--- config.mk ---
export PLATFORM = sky130hd
export DESIGN_NAME = tri_bus_ctrl
export DESIGN_NICKNAME = d
export VERILOG_FILES = /design/src/rtl/tri_bus_ctrl.sv
export SDC_FILE = /design/constraint.sdc
export NUM_CORES = 1
export LEC_CHECK = 0
export CORE_ASPECT_RATIO = 0.9
export CORE_MARGIN = 3
export CORE_UTILIZATION = 30
export CTS_CLUSTER_DIAMETER = 60
export DETAILED_ROUTE_END_ITERATION = 6
export PLACE_DENSITY = 0.46
export SETUP_SLACK_MARGIN = 0.1
export SYNTH_ARGS = -nofsm -noshare
export SYNTH_HDL_FRONTEND = slang
export SYNTH_SLANG_ARGS = --single-unit
export TNS_END_PERCENT = 1
--- constraint.sdc ---
create_clock -name clk -period 2.5 [get_ports clk]
set_input_delay 0.375 -clock clk [delete_from_list [all_inputs] [get_ports clk]]
set_output_delay 0.375 -clock clk [all_outputs]
set_load 0.01 [all_outputs]
--- src/rtl/tri_bus_ctrl.sv ---
// Half-duplex single-wire bus controller feeding a tri_buffer.
// Serialises a start/data/stop frame onto the line, releases it for a
// turnaround gap, then optionally receives a response frame from bus_in.
module tri_bus_ctrl #(
    parameter int unsigned WIDTH      = 8,
    parameter int unsigned BIT_CYC    = 4,
    parameter int unsigned TURN_CYC   = 2,
    parameter int unsigned RX_TIMEOUT = 64
) (
    input  logic             clk,
    input  logic             rst,
    input  logic             tx_valid,
    input  logic [WIDTH-1:0] tx_data,
    input  logic             tx_expect,
    output logic             tx_ready,
    output logic             buf_d,
    output logic             buf_en,
    input  logic             bus_in,
    output logic             rx_valid,
    output logic [WIDTH-1:0] rx_data,
    output logic             rx_err,
    output logic             rx_timeout,
    output logic             busy
);

    localparam int unsigned HalfCyc = BIT_CYC + BIT_CYC / 2;
    localparam int unsigned MaxA    = (HalfCyc > TURN_CYC) ? HalfCyc : TURN_CYC;
    localparam int unsigned MaxCyc  = (MaxA > RX_TIMEOUT) ? MaxA : RX_TIMEOUT;
    localparam int unsigned CW      = $clog2(MaxCyc + 1);
    localparam int unsigned BW      = $clog2(WIDTH + 1);

    localparam logic [CW-1:0] BitLast  = CW'(BIT_CYC - 1);
    localparam logic [CW-1:0] HalfLast = CW'(HalfCyc - 1);
    localparam logic [CW-1:0] TurnLast = CW'(TURN_CYC - 1);
    localparam logic [CW-1:0] ToLast   = CW'(RX_TIMEOUT - 1);
    localparam logic [BW-1:0] WordLast = BW'(WIDTH - 1);

    typedef enum logic [2:0] {
        StIdle, StTxStart, StTxData, StTxStop, StTurn, StRxWait, StRxData, StRxStop
    } state_t;

    state_t            state_q, state_d;
    logic [CW-1:0]     cnt_q, cnt_d;
    logic [BW-1:0]     bit_q, bit_d;
    logic [WIDTH-1:0]  tx_sh_q, tx_sh_d;
    logic [WIDTH-1:0]  rx_sh_q, rx_sh_d;
    logic              expect_q, expect_d;
    logic              rx_fire, rx_err_set, rx_to_set;

    logic              tx_ready_q, tx_ready_d;
    logic              buf_d_q, buf_d_d;
    logic              buf_en_q, buf_en_d;
    logic              rx_valid_q, rx_valid_d;
    logic [WIDTH-1:0]  rx_data_q, rx_data_d;
    logic              rx_err_q, rx_err_d;
    logic              rx_to_q, rx_to_d;
    logic              busy_q, busy_d;

    // State and datapath registers.
    always_ff @(posedge clk) begin
        if (rst) begin
            state_q  <= StIdle;
            cnt_q    <= '0;
            bit_q    <= '0;
            tx_sh_q  <= '0;
            rx_sh_q  <= '0;
            expect_q <= 1'b0;
        end else begin
            state_q  <= state_d;
            cnt_q    <= cnt_d;
            bit_q    <= bit_d;
            tx_sh_q  <= tx_sh_d;
            rx_sh_q  <= rx_sh_d;
            expect_q <= expect_d;
        end
    end

    // Next-state, bit timing and shift registers.
    always_comb begin
        state_d    = state_q;
        cnt_d      = cnt_q;
        bit_d      = bit_q;
        tx_sh_d    = tx_sh_q;
        rx_sh_d    = rx_sh_q;
        expect_d   = expect_q;
        rx_fire    = 1'b0;
        rx_err_set = 1'b0;
        rx_to_set  = 1'b0;
        unique case (state_q)
            StIdle: begin
                if (tx_valid && tx_ready_q) begin
                    tx_sh_d  = tx_data;
                    expect_d = tx_expect;
                    cnt_d    = BitLast;
                    state_d  = StTxStart;
                end
            end
            StTxStart: begin
                if (cnt_q == '0) begin
                    cnt_d   = BitLast;
                    bit_d   = '0;
                    state_d = StTxData;
                end else begin
                    cnt_d = cnt_q - 1'b1;
                end
            end
            StTxData: begin
                if (cnt_q == '0) begin
                    cnt_d   = BitLast;
                    tx_sh_d = tx_sh_q >> 1;
                    if (bit_q == WordLast) begin
                        state_d = StTxStop;
                    end else begin
                        bit_d = bit_q + 1'b1;
                    end
                end else begin
                    cnt_d = cnt_q - 1'b1;
                end
            end
            StTxStop: begin
                if (cnt_q == '0) begin
                    cnt_d   = TurnLast;
                    state_d = StTurn;
                end else begin
                    cnt_d = cnt_q - 1'b1;
                end
            end
            StTurn: begin
                if (cnt_q == '0) begin
                    cnt_d   = ToLast;
                    state_d = expect_q ? StRxWait : StIdle;
                end else begin
                    cnt_d = cnt_q - 1'b1;
                end
            end
            StRxWait: begin
                // A start edge wins over a timeout landing in the same cycle.
                if (!bus_in) begin
                    cnt_d   = HalfLast;
                    bit_d   = '0;
                    state_d = StRxData;
                end else if (cnt_q == '0) begin
                    rx_fire   = 1'b1;
                    rx_to_set = 1'b1;
                    state_d   = StIdle;
                end else begin
                    cnt_d = cnt_q - 1'b1;
                end
            end
            StRxData: begin
                if (cnt_q == '0) begin
                    cnt_d   = BitLast;
                    rx_sh_d = {bus_in, rx_sh_q[WIDTH-1:1]};
                    if (bit_q == WordLast) begin
                        state_d = StRxStop;
                    end else begin
                        bit_d = bit_q + 1'b1;
                    end
                end else begin
                    cnt_d = cnt_q - 1'b1;
                end
            end
            StRxStop: begin
                if (cnt_q == '0) begin
                    rx_fire    = 1'b1;
                    rx_err_set = ~bus_in;
                    state_d    = StIdle;
                end else begin
                    cnt_d = cnt_q - 1'b1;
                end
            end
            default: state_d = StIdle;
        endcase
    end

    // Output values for the coming cycle, derived from the next state so the
    // registered outputs line up with the state they describe.
    always_comb begin
        buf_en_d   = (state_d == StTxStart) || (state_d == StTxData) || (state_d == StTxStop);
        buf_d_d    = 1'b1;
        if (state_d == StTxStart) begin
            buf_d_d = 1'b0;
        end else if (state_d == StTxData) begin
            buf_d_d = tx_sh_d[0];
        end
        tx_ready_d = (state_d == StIdle);
        busy_d     = (state_d != StIdle);
        rx_valid_d = rx_fire;
        rx_err_d   = rx_fire & rx_err_set;
        rx_to_d    = rx_fire & rx_to_set;
        rx_data_d  = rx_data_q;
        if (rx_fire) begin
            rx_data_d = rx_to_set ? '0 : rx_sh_q;
        end
    end

    // Output registers.
    always_ff @(posedge clk) begin
        if (rst) begin
            tx_ready_q <= 1'b0;
            buf_d_q    <= 1'b1;
            buf_en_q   <= 1'b0;
            rx_valid_q <= 1'b0;
            rx_data_q  <= '0;
            rx_err_q   <= 1'b0;
            rx_to_q    <= 1'b0;
            busy_q     <= 1'b0;
        end else begin
            tx_ready_q <= tx_ready_d;
            buf_d_q    <= buf_d_d;
            buf_en_q   <= buf_en_d;
            rx_valid_q <= rx_valid_d;
            rx_data_q  <= rx_data_d;
            rx_err_q   <= rx_err_d;
            rx_to_q    <= rx_to_d;
            busy_q     <= busy_d;
        end
    end

    assign tx_ready   = tx_ready_q;
    assign buf_d      = buf_d_q;
    assign buf_en     = buf_en_q;
    assign rx_valid   = rx_valid_q;
    assign rx_data    = rx_data_q;
    assign rx_err     = rx_err_q;
    assign rx_timeout = rx_to_q;
    assign busy       = busy_q;

endmodule

==> summary.md, run 1 <==
| Metric | Value |
|---|---|
| Status | complete, no violations |
| Buffer and inverter count on the worst path | 1 |
| IO Port Bufs | 27 |
| Slew @ Worst Pin | 534.6 ps |
| Post-synth top area share | 0.4442 |
| Max Freq | 0.4806 GHz |
| Vias in the first global route | 1739 |
| Util after Layout | 0.3989 |
| First-pass GRT wire length | 8.763 mm |
| Detailed-route via count | 1803 |
| Skew-Pair Late Insertion Delay | 290 ps |
| Post-Synthesis Mean Instance Area | 8.675 um2 |
| Ys Warns | 0 |
| RSZ-0062 raised after global routing | no |
| Post-Syn Area | 2073 um2 |
| Flops & latches, synth | 46 |
| FF-to-FF Start | cnt_q[1] |
| Lkg Pwr | 0.9875 nW |
| Async SR Flop Fraction | 0 |
| Core ar. | 6656 um2 |
| Count leader, synth | dfxtp_1 |
| Fin crit share | 0.8324 |
| # Max-Cap Violations | 0 |
| Post-DR wirelength/cell | 14.05 um |
| Post-synth EDFFs | 0 |
| Fin. Hold Viols | 0 |
| Total global routing overflow | 0 |
| DR pass1 iterations | 4 |
| DP HPWL | 3.679 mm |
| Setup violators final | 0 |
| CP max-delay cell | or4b_4 |
| Yosys cell types | 51 |
| Worst Slack Setup Final | 419.1 ps |
| CTS Buffer Depth | 2 |
| # IOs | 28 |
| Hold-fix buffer count after cts | 0 |
| Placer Congestion | 0.8410 |
| Synth top area cells | dfxtp_1 (44%), a21oi_1 (6.3%), nor2_1 (5.1%), nand2_1 (4.9%), mux2i_1 (4.8%) |
| # H-tree levels | 2 |
| Cell taking the most area after synthesis | dfxtp_1 |
| Layout cell share with drive strength beyond 1 | 0.1413 |
| Chip width | 93.63 um |
| Initial antenna violation count | 0 |
| Peak VDD IR | 0.3859 mV |
| Ys flop type | dfxtp_1 |
| Min-delay src | rx_data[1] |
| TritonCTS clock tree | built |
| Crit path required time | 2690 ps |
| Crit path cell chain | inv_1, ha_1, or4b_4, nor3_1, nand2_1, mux2i_1, nor2_1 |
| Final Max Slew Viols | 0 |
| Post-route setup TNS | 0 ps |
| Synth Instances | 239 |
| Critical Path AT | 2270 ps |
| Vias per inst | 4.926 |
| Largest net degree at the start of global routing | 22 |
| Placement row count | 28 |
| Max Fanout on Critical Path | 8 |
| Crit path max-delay family | simple AND/OR/NAND/NOR gates |
| Die height | 84.87 um |
| GRT Overall Usage | 0.1386 |
| Startpoint Class | flip-flop |
| DRT iter0 DRCs | 78 |
| FILL cells | 690 |
| Most frequent cells after synthesis | dfxtp_1 (46), nor2_1 (28), nand2_1 (27), a21oi_1 (26) |
| # resized after CTS | 0 |
| CP Class | flip-flop to flip-flop |
| Final #Nets | 290 |
| DIE AREA | 7945 um2 |
| Total wire length | 5.143 mm |
| Period minus WS final | 2081 ps |
| Setup Buffers After CTS | 0 |
| Routed Antenna Nets | 0 |
| Clock sink total | 46 |
| Crit path largest cell delay | 560 ps |
| Cell Pwr Density | 1071 nW/um2 |
| Clock Skew | 6.951 ps |
| Worst hold slack | 454.5 ps |
| Area growth from synthesis to layout | 28.06% |
| Dpl ws | 305.9 ps |
| Crit path from | cnt_q[1] |
| Worst Hold Class | flip-flop to flip-flop |
| Rel. slew slack | 0.6436 |
| R2r setup slk | 420 ps |
| Syn Nets | 254 |
| Starting Density | 0.3115 |
| Worst-path clk slew | 90 ps |
| CTS buffer count | 5 |
| Antenna cell count | 0 |
| Number of remaining DRC errors | 0 |
| Register area share after synthesis | 0.4442 |
| CP Capture Type | flip-flop |
| CTS Root Cell | clkbuf_8 |
[power by group]
group	switching (mW)	internal (mW)
clock	0.250	0.426
combinational	0.708	0.517
sequential	0.105	0.836
[sequential cells by signal (all words and copies together) (netlist names)]
name and cells:
tx_ready 1, busy 1, rx_valid 1, expect_q 1
tx_sh_q 8, bit_q 4, rx_data 8, rx_timeout 1
cnt_q 7, state_q 3, buf_d 1, rx_err 1
rx_sh_q 8, buf_en 1
[cell type report]
cell class / count / area [um2] / share of cell area
clock buffers: 6 / 82.58 / 0.03110
repair buffers: 42 / 382.9 / 0.1442
inverters: 5 / 18.77 / 0.007069
multi-input cells: 175 / 1077 / 0.4057
clock inverters: 2 / 60.06 / 0.02262
flip-flops and latches: 46 / 920.9 / 0.3468
well taps: 90 / 112.6 / 0.04241
[logic make-up (layout without fill, tap and decap cells)]
family,after synthesis,in the layout,share of synthesized area
AND/OR/NAND/NOR,99,99,0.2541
adder cells (fa/ha/maj),2,2,0.01207
buffers and inverters,18,55,0.03802
multiplexers,10,10,0.04828
AO/OA/AOI/OAI,60,60,0.1865
XOR/XNOR,4,4,0.01690
flip-flops,46,46,0.4442
[worst reg2reg max path, cell delays in order (launching register included)]
cell	delay (ps)
dfxtp_1	330
inv_1	70
ha_1	210
or4b_4	560
nor3_1	200
nand2_1	300
mux2i_1	250
nor2_1	60
[layer usage]
| layer | vias up | track usage | wire length [um] |
|---|---|---|---|
| li1 | 917 | - | - |
| met1 | 842 | 0.2123 | 2716 |
| met2 | 40 | 0.1968 | 2140 |
| met3 | 4 | 0.03191 | 250 |
| met4 | 0 | 0.03150 | 35 |
| met5 | - | 0 | 0 |
[worst paths after layout]
| path | to | cells past startpoint |
|---|---|---|
| min | rx_data[1] | 2 |
| max | rx_sh_q[6] | 7 |
| min reg2reg | rx_data[1] | 2 |
| max reg2reg | rx_sh_q[6] | 7 |
[per-stage QoR]
stage	instance area (um2)	power, mW	std cells
4_1_cts	2651	2.840	366
5_1_grt	2655	3.051	366
2_1_floorplan	2073	1.749	239
6_report	2655	2.842	366
3_5_place_dp	2509	2.153	358
3_3_place_gp	2509	2.171	358
[placed cells by master (no fill, tap or decap), types with 9 or more instances in the layout]
| cell type | count |
|---|---|
| dfxtp_1 | 46 |
| nor2_1 | 28 |
| nand2_1 | 27 |
| clkdlybuf4s50_1 | 27 |
| a21oi_1 | 26 |
| buf_4 | 15 |
| o21ai_0 | 10 |
| mux2i_1 | 10 |
| nand3_1 | 9 |
No activity file was read; power rests on OpenSTA's default activity.
==> run 2: changes to the inputs <==
- clock period: 2.5 -> 2 ns (I/O delays scaled with it)
==> summary.md, run 2 (synthesis gave the netlist of run 1 again) <==
| Metric | Value |
|---|---|
| Routing usage on met1 | 0.1842 (was 0.2123) |
| Worst Slack Setup Final | 61.43 ps (was 419.1 ps) |
| # IOs | 28 (unchanged) |
| Worst-path clk slew | 80 ps (was 90 ps) |
| Commonest non-fill, non-tap cells in the layout | dfxtp_1 (44), buf_4 (28), nor2_1 (27), clkdlybuf4s50_1 (27) (was dfxtp_1 (46), nor2_1 (28), nand2_1 (27), clkdlybuf4s50_1 (27), a21oi_1 (26)) |
| RSZ-0062 raised after global routing | yes (was no) |
| CTS buffer count | 5 (unchanged) |
| Placement row count | 28 (unchanged) |
| Crit path largest cell delay | 550 ps (was 560 ps) |
| R2R cell count | 8 (was 7) |
| Crit path max-delay family | simple AND/OR/NAND/NOR gates (unchanged) |
| Met3 Use GR | 0.03280 (was 0.03191) |
| DR pass1 iterations | 4 (unchanged) |
| Cell Pwr Density | 1245 nW/um2 (was 1071 nW/um2) |
| Post-DR wirelength/cell | 13.09 um (was 14.05 um) |
| Busiest layer in global routing | met2 (was met1) |
| DRT iter0 DRCs | 53 (was 78) |
| # H-tree levels | 2 (unchanged) |
| Vias in the first global route | 1793 (was 1739) |
| Vias per inst | 4.785 (was 4.926) |
| Period minus WS final | 1939 ps (was 2081 ps) |
| R2r setup slk | 60 ps (was 420 ps) |
| Slew @ Worst Pin | 549.8 ps (was 534.6 ps) |
| Initial antenna violation count | 0 (unchanged) |
| CP Class | flip-flop to flip-flop (unchanged) |
| GRT met2 Usage | 0.2104 (was 0.1968) |
| Placer Congestion | 0.7894 (was 0.8410) |
| Crit path from | cnt_q[1] (unchanged) |
| # Max-Cap Violations | 0 (unchanged) |
| Number of remaining DRC errors | 0 (unchanged) |
| Final Max Slew Viols | 0 (unchanged) |
| Worst Setup EP | buf_d (was rx_sh_q[6]) |
| Crit path cell chain | inv_2, ha_4, or4b_4, nor3_4, buf_4, a22o_4, a21oi_2, a41oi_2 (was inv_1, ha_1, or4b_4, nor3_1, nand2_1, mux2i_1, nor2_1) |
| DP HPWL | 3.607 mm (was 3.679 mm) |
| Core ar. | 6656 um2 (unchanged) |
| FF-to-FF Start | cnt_q[1] (unchanged) |
| TritonCTS clock tree | built (unchanged) |
| Crit path required time | 2220 ps (was 2690 ps) |
| Antenna cell count | 0 (unchanged) |
| GRT Overall Usage | 0.1332 (was 0.1386) |
| Hold-fix buffer count after cts | 0 (unchanged) |
| Final #Nets | 305 (was 290) |
| Setup violators final | 0 (unchanged) |
| Lkg Pwr | 1.057 nW (was 0.9875 nW) |
| Skew-Pair Late Insertion Delay | 290 ps (about the same) |
| Startpoint Class | flip-flop (unchanged) |
| Total wire length | 4.987 mm (was 5.143 mm) |
| CTS Root Cell | clkbuf_8 (unchanged) |
| Chip width | 93.63 um (unchanged) |
| First-pass GRT wire length | 8.604 mm (was 8.763 mm) |
| Rel. slew slack | 0.6325 (was 0.6436) |
| Clock sink total | 46 (unchanged) |
| Status | complete, no violations (unchanged) |
| CTS Buffer Depth | 2 (unchanged) |
| Hold Path Stages | 2 (unchanged) |
| Clock Skew | 5.274 ps (was 6.951 ps) |
| CP max-delay cell | or4b_4 (unchanged) |
| Critical Path AT | 2160 ps (was 2270 ps) |
| Detailed-route via count | 1823 (was 1803) |
| Dpl ws | -64.92 ps (was 305.9 ps) |
| Worst R2R End | buf_d (was rx_sh_q[6]) |
| Starting Density | 0.3115 (unchanged) |
| Max Freq | 0.5158 GHz (was 0.4806 GHz) |
| Fin. Hold Viols | 0 (unchanged) |
| Most common cell after layout, fill and taps aside | dfxtp_1 (unchanged) |
| Final total power | 3.446 mW (was 2.842 mW) |
| Fin crit share | 0.9693 (was 0.8324) |
| Largest net degree at the start of global routing | 25 (was 22) |
| IO Port Bufs | 27 (unchanged) |
| Peak VDD IR | 0.5445 mV (was 0.3859 mV) |
| DIE AREA | 7945 um2 (unchanged) |
| CP Capture Type | flip-flop (unchanged) |
| Routed Antenna Nets | 0 (unchanged) |
| Area growth from synthesis to layout | 33.49% (was 28.06%) |
| Max Fanout on Critical Path | 7 (was 8) |
| Buffer and inverter count on the worst path | 2 (was 1) |
| Layout cell share with drive strength beyond 1 | 0.2062 (was 0.1413) |
| Worst Hold Class | flip-flop to flip-flop (unchanged) |
| Crit path depth | 8 (was 7) |
| Total global routing overflow | 0 (unchanged) |
| Die height | 84.87 um (unchanged) |
==> run 2: routing by layer <==
metal / vias up / routed length, um
met2: 31 / 2216
met5: - / 0
met3: 2 / 205
met1: 845 / 2535
li1: 945 / -
met4: 0 / 29
==> run 2: repair_timing <==
item / 4_1_cts / 5_1_grt
pin swaps: 3 / 3
cloned: 0 / 0
resized for setup: 1 / 4
setup buffers: 0 / 3
setup endpoints to repair: 13 / 37
endpoints found under the hold margin: 0 / 0
==> run 2: tightest hold or removal path: stages, from the launching register on <==
cell and delay (ps):
dfxtp_1 320, nand2_1 50, a21oi_1 50
==> run 2: worst min-delay path by stage <==
stage	startpoint	to	slack (ps)
2_1_floorplan	tx_sh_q[2]	tx_sh_q[2]	440
3_3_place_gp	rx_data[2]	rx_data[2]	440
3_5_place_dp	rx_data[0]	rx_data[0]	440
4_1_cts	rx_data[0]	rx_data[0]	460
5_1_grt	rx_data[1]	rx_data[1]	470
6_report	rx_data[0]	rx_data[0]	450
==> run 2: report_power, final <==
group          internal (mW)  switching, mW
sequential              1.05          0.109
combinational          0.777          0.930
clock                  0.279          0.302
==> run 2: through the flow <==
step	utilization	hold slack, ps	cells	setup TNS [ps]	cell area, um2
3_3_place_gp	0.3970	441.6	370	-16.75	2643
4_1_cts	0.4107	456.5	378	0	2734
2_1_floorplan	-	436.0	239	0	2092
3_5_place_dp	0.3970	443.8	370	-163.7	2643
5_1_grt	0.4158	465.1	381	-164.9	2768
6_report	0.4158	453.9	381	0	2768
==> run 2: area by class of cell <==
type,count,area (um2)
Clock buffer,7,86.33
Clock inverter,1,5.005
Fill cell,696,3889
Inverter,5,18.77
Multi-Input combinational cell,175,1101
Sequential cell,46,923.4
Tap cell,90,112.6
Timing Repair Buffer,57,520.5
==> run 3: changes to the inputs <==
- ABC_CLOCK_PERIOD_IN_PS: default -> 2000
- SKIP_CTS_REPAIR_TIMING: default -> 1
==> summary.md, run 3 (synthesis gave the netlist of run 1 again) <==
| Metric | Value |
|---|---|
| Post-route setup TNS | 0 ps (unchanged) |
| Peak VDD IR | 0.5442 mV (was 0.5445 mV) |
| Total wire length | 5.003 mm (was 4.987 mm) |
| Initial antenna violation count | 0 (unchanged) |
| Startpoint Class | flip-flop (unchanged) |
| CTS buffer count | 5 (unchanged) |
| R2r setup slk | 70 ps (was 60 ps) |
| RSZ-0062 raised after global routing | yes (unchanged) |
| DIE AREA | 7945 um2 (unchanged) |
| CTS Buffer Depth | 2 (unchanged) |
| Total global routing overflow | 0 (unchanged) |
| Logic pwr share | 0.497 (was 0.496) |
| Register share of total power | 0.335 (was 0.336) |
| Routing usage on met1 | 0.1842 (unchanged) |
| Cell Pwr Density | 1247 nW/um2 (was 1245 nW/um2) |
| Critical Path AT | 2100 ps (was 2160 ps) |
| Max Fanout on Critical Path | 7 (unchanged) |
| Fin crit share | 0.9636 (was 0.9693) |
| Antenna cell count | 0 (unchanged) |
| CTS Root Cell | clkbuf_8 (unchanged) |
| Lkg Pwr | 1.056 nW (was 1.057 nW) |
| Sw power | 1.345 mW (was 1.341 mW) |
| Vias per inst | 4.793 (was 4.785) |
| # Max-Cap Violations | 0 (unchanged) |
| Worst Hold Class | flip-flop to flip-flop (unchanged) |
| Final #Nets | 305 (unchanged) |
| First-pass GRT wire length | 8.604 mm (unchanged) |
| Vias in the first global route | 1793 (unchanged) |
| Placement row count | 28 (unchanged) |
| Period minus WS final | 1927 ps (was 1939 ps) |
| Chip width | 93.63 um (unchanged) |
| Largest net degree at the start of global routing | 25 (unchanged) |
| Cell Int Power | 2.107 mW (was 2.105 mW) |
| Net Sw Frac | 0.3897 (was 0.3892) |
| DR pass1 iterations | 4 (unchanged) |
| Final total power | 3.452 mW (was 3.446 mW) |
| Post-DR wirelength/cell | 13.13 um (was 13.09 um) |
| CP Class | flip-flop to flip-flop (unchanged) |
| Die height | 84.87 um (unchanged) |
| Status | complete, no violations (unchanged) |
| # IOs | 28 (unchanged) |
| Starting Density | 0.3115 (unchanged) |
| Detailed-route via count | 1826 (was 1823) |
| Routed Antenna Nets | 0 (unchanged) |
| Core ar. | 6656 um2 (unchanged) |
| Setup violators final | 0 (unchanged) |
| Slew @ Worst Pin | 549.5 ps (was 549.8 ps) |
| Rel. slew slack | 0.6327 (was 0.6325) |
| Skew-Pair Late Insertion Delay | 290 ps (about the same) |
| Clk pwr share | 0.168 (was 0.169) |
| GRT Overall Usage | 0.1332 (unchanged) |
| CP Capture Type | flip-flop (unchanged) |
| DRT iter0 DRCs | 58 (was 53) |
| Final Max Slew Viols | 0 (unchanged) |
| Most common cell after layout, fill and taps aside | dfxtp_1 (unchanged) |
| Layout cell share with drive strength beyond 1 | 0.2062 (unchanged) |
| Fin. Hold Viols | 0 (unchanged) |
| Area growth from synthesis to layout | 33.49% (unchanged) |
| Worst-path clk slew | 80 ps (about the same) |
| Busiest layer in global routing | met2 (unchanged) |
| IO Port Bufs | 27 (unchanged) |
| DP HPWL | 3.607 mm (unchanged) |
| # H-tree levels | 2 (unchanged) |
| TritonCTS clock tree | built (unchanged) |
| Placer Congestion | 0.7894 (unchanged) |
| GRT met2 Usage | 0.2104 (unchanged) |
| Clock Skew | 5.367 ps (was 5.274 ps) |
| Max Freq | 0.5189 GHz (was 0.5158 GHz) |
| Met3 Use GR | 0.03280 (unchanged) |
| Number of remaining DRC errors | 0 (unchanged) |
| Commonest non-fill, non-tap cells in the layout | dfxtp_1 (44), buf_4 (28), nor2_1 (27), clkdlybuf4s50_1 (27) (unchanged) |
| Crit path required time | 2170 ps (was 2220 ps) |
| Clock sink total | 46 (unchanged) |
==> run 3: layout make-up <==
type,instances,area (um2)
clock buffers,7,86.33
clock inverters,1,5.005
fillers,696,3889
inverters,5,18.77
multi-input cells,175,1101
flip-flops and latches,46,923.4
well taps,90,112.6
repair buffers,57,520.5
==> run 3: worst paths after layout <==
kind | startpoint | to | depth (start not counted)
setup / recovery | cnt_q[1] | buf_d | 7
hold / removal | rx_data[0] | rx_data[0] | 2
setup reg to reg | cnt_q[1] | buf_d | 7
hold reg to reg | rx_data[0] | rx_data[0] | 2
==> run 3: worst max-delay path, stage by stage, from the launching register on <==
cell	delay, ps
dfxtp_2	330
inv_2	70
ha_4	150
or4b_4	550
a211oi_1	230
o21ai_1	150
and4b_1	290
a41oi_2	40
==> run 3: through the flow <==
stage	area [um2]	worst slack, ps	std cells	util	hold WS (ps)
3_5_place_dp	2643	-64.92	370	0.3970	443.8
5_1_grt	2768	-27.85	381	0.4158	465.1
2_1_floorplan	2092	65.07	239	-	436.0
6_report	2768	72.80	381	0.4158	453.9
4_1_cts	2734	22.53	378	0.4107	456.5
3_3_place_gp	2643	-16.75	370	0.3970	441.6
==> run 3: power groups by stage <==
stage	clock, mW	combinational, mW	sequential, mW
after global routing	0.642	1.92	1.18
after detailed placement	0	1.66	1.18
after CTS	0.604	1.67	1.16
after floorplan	0	1.07	1.16
after global placement	0	1.66	1.18
final	0.581	1.71	1.16
==> run 3: metal layers <==
metal / routed length [um] / up-vias / share of wire
li1: - / 946 / -
met1: 2544 / 849 / 0.51
met2: 2229 / 29 / 0.45
met3: 199 / 2 / 0.040
met4: 29 / 0 / 0.0058
met5: 0 / - / 0
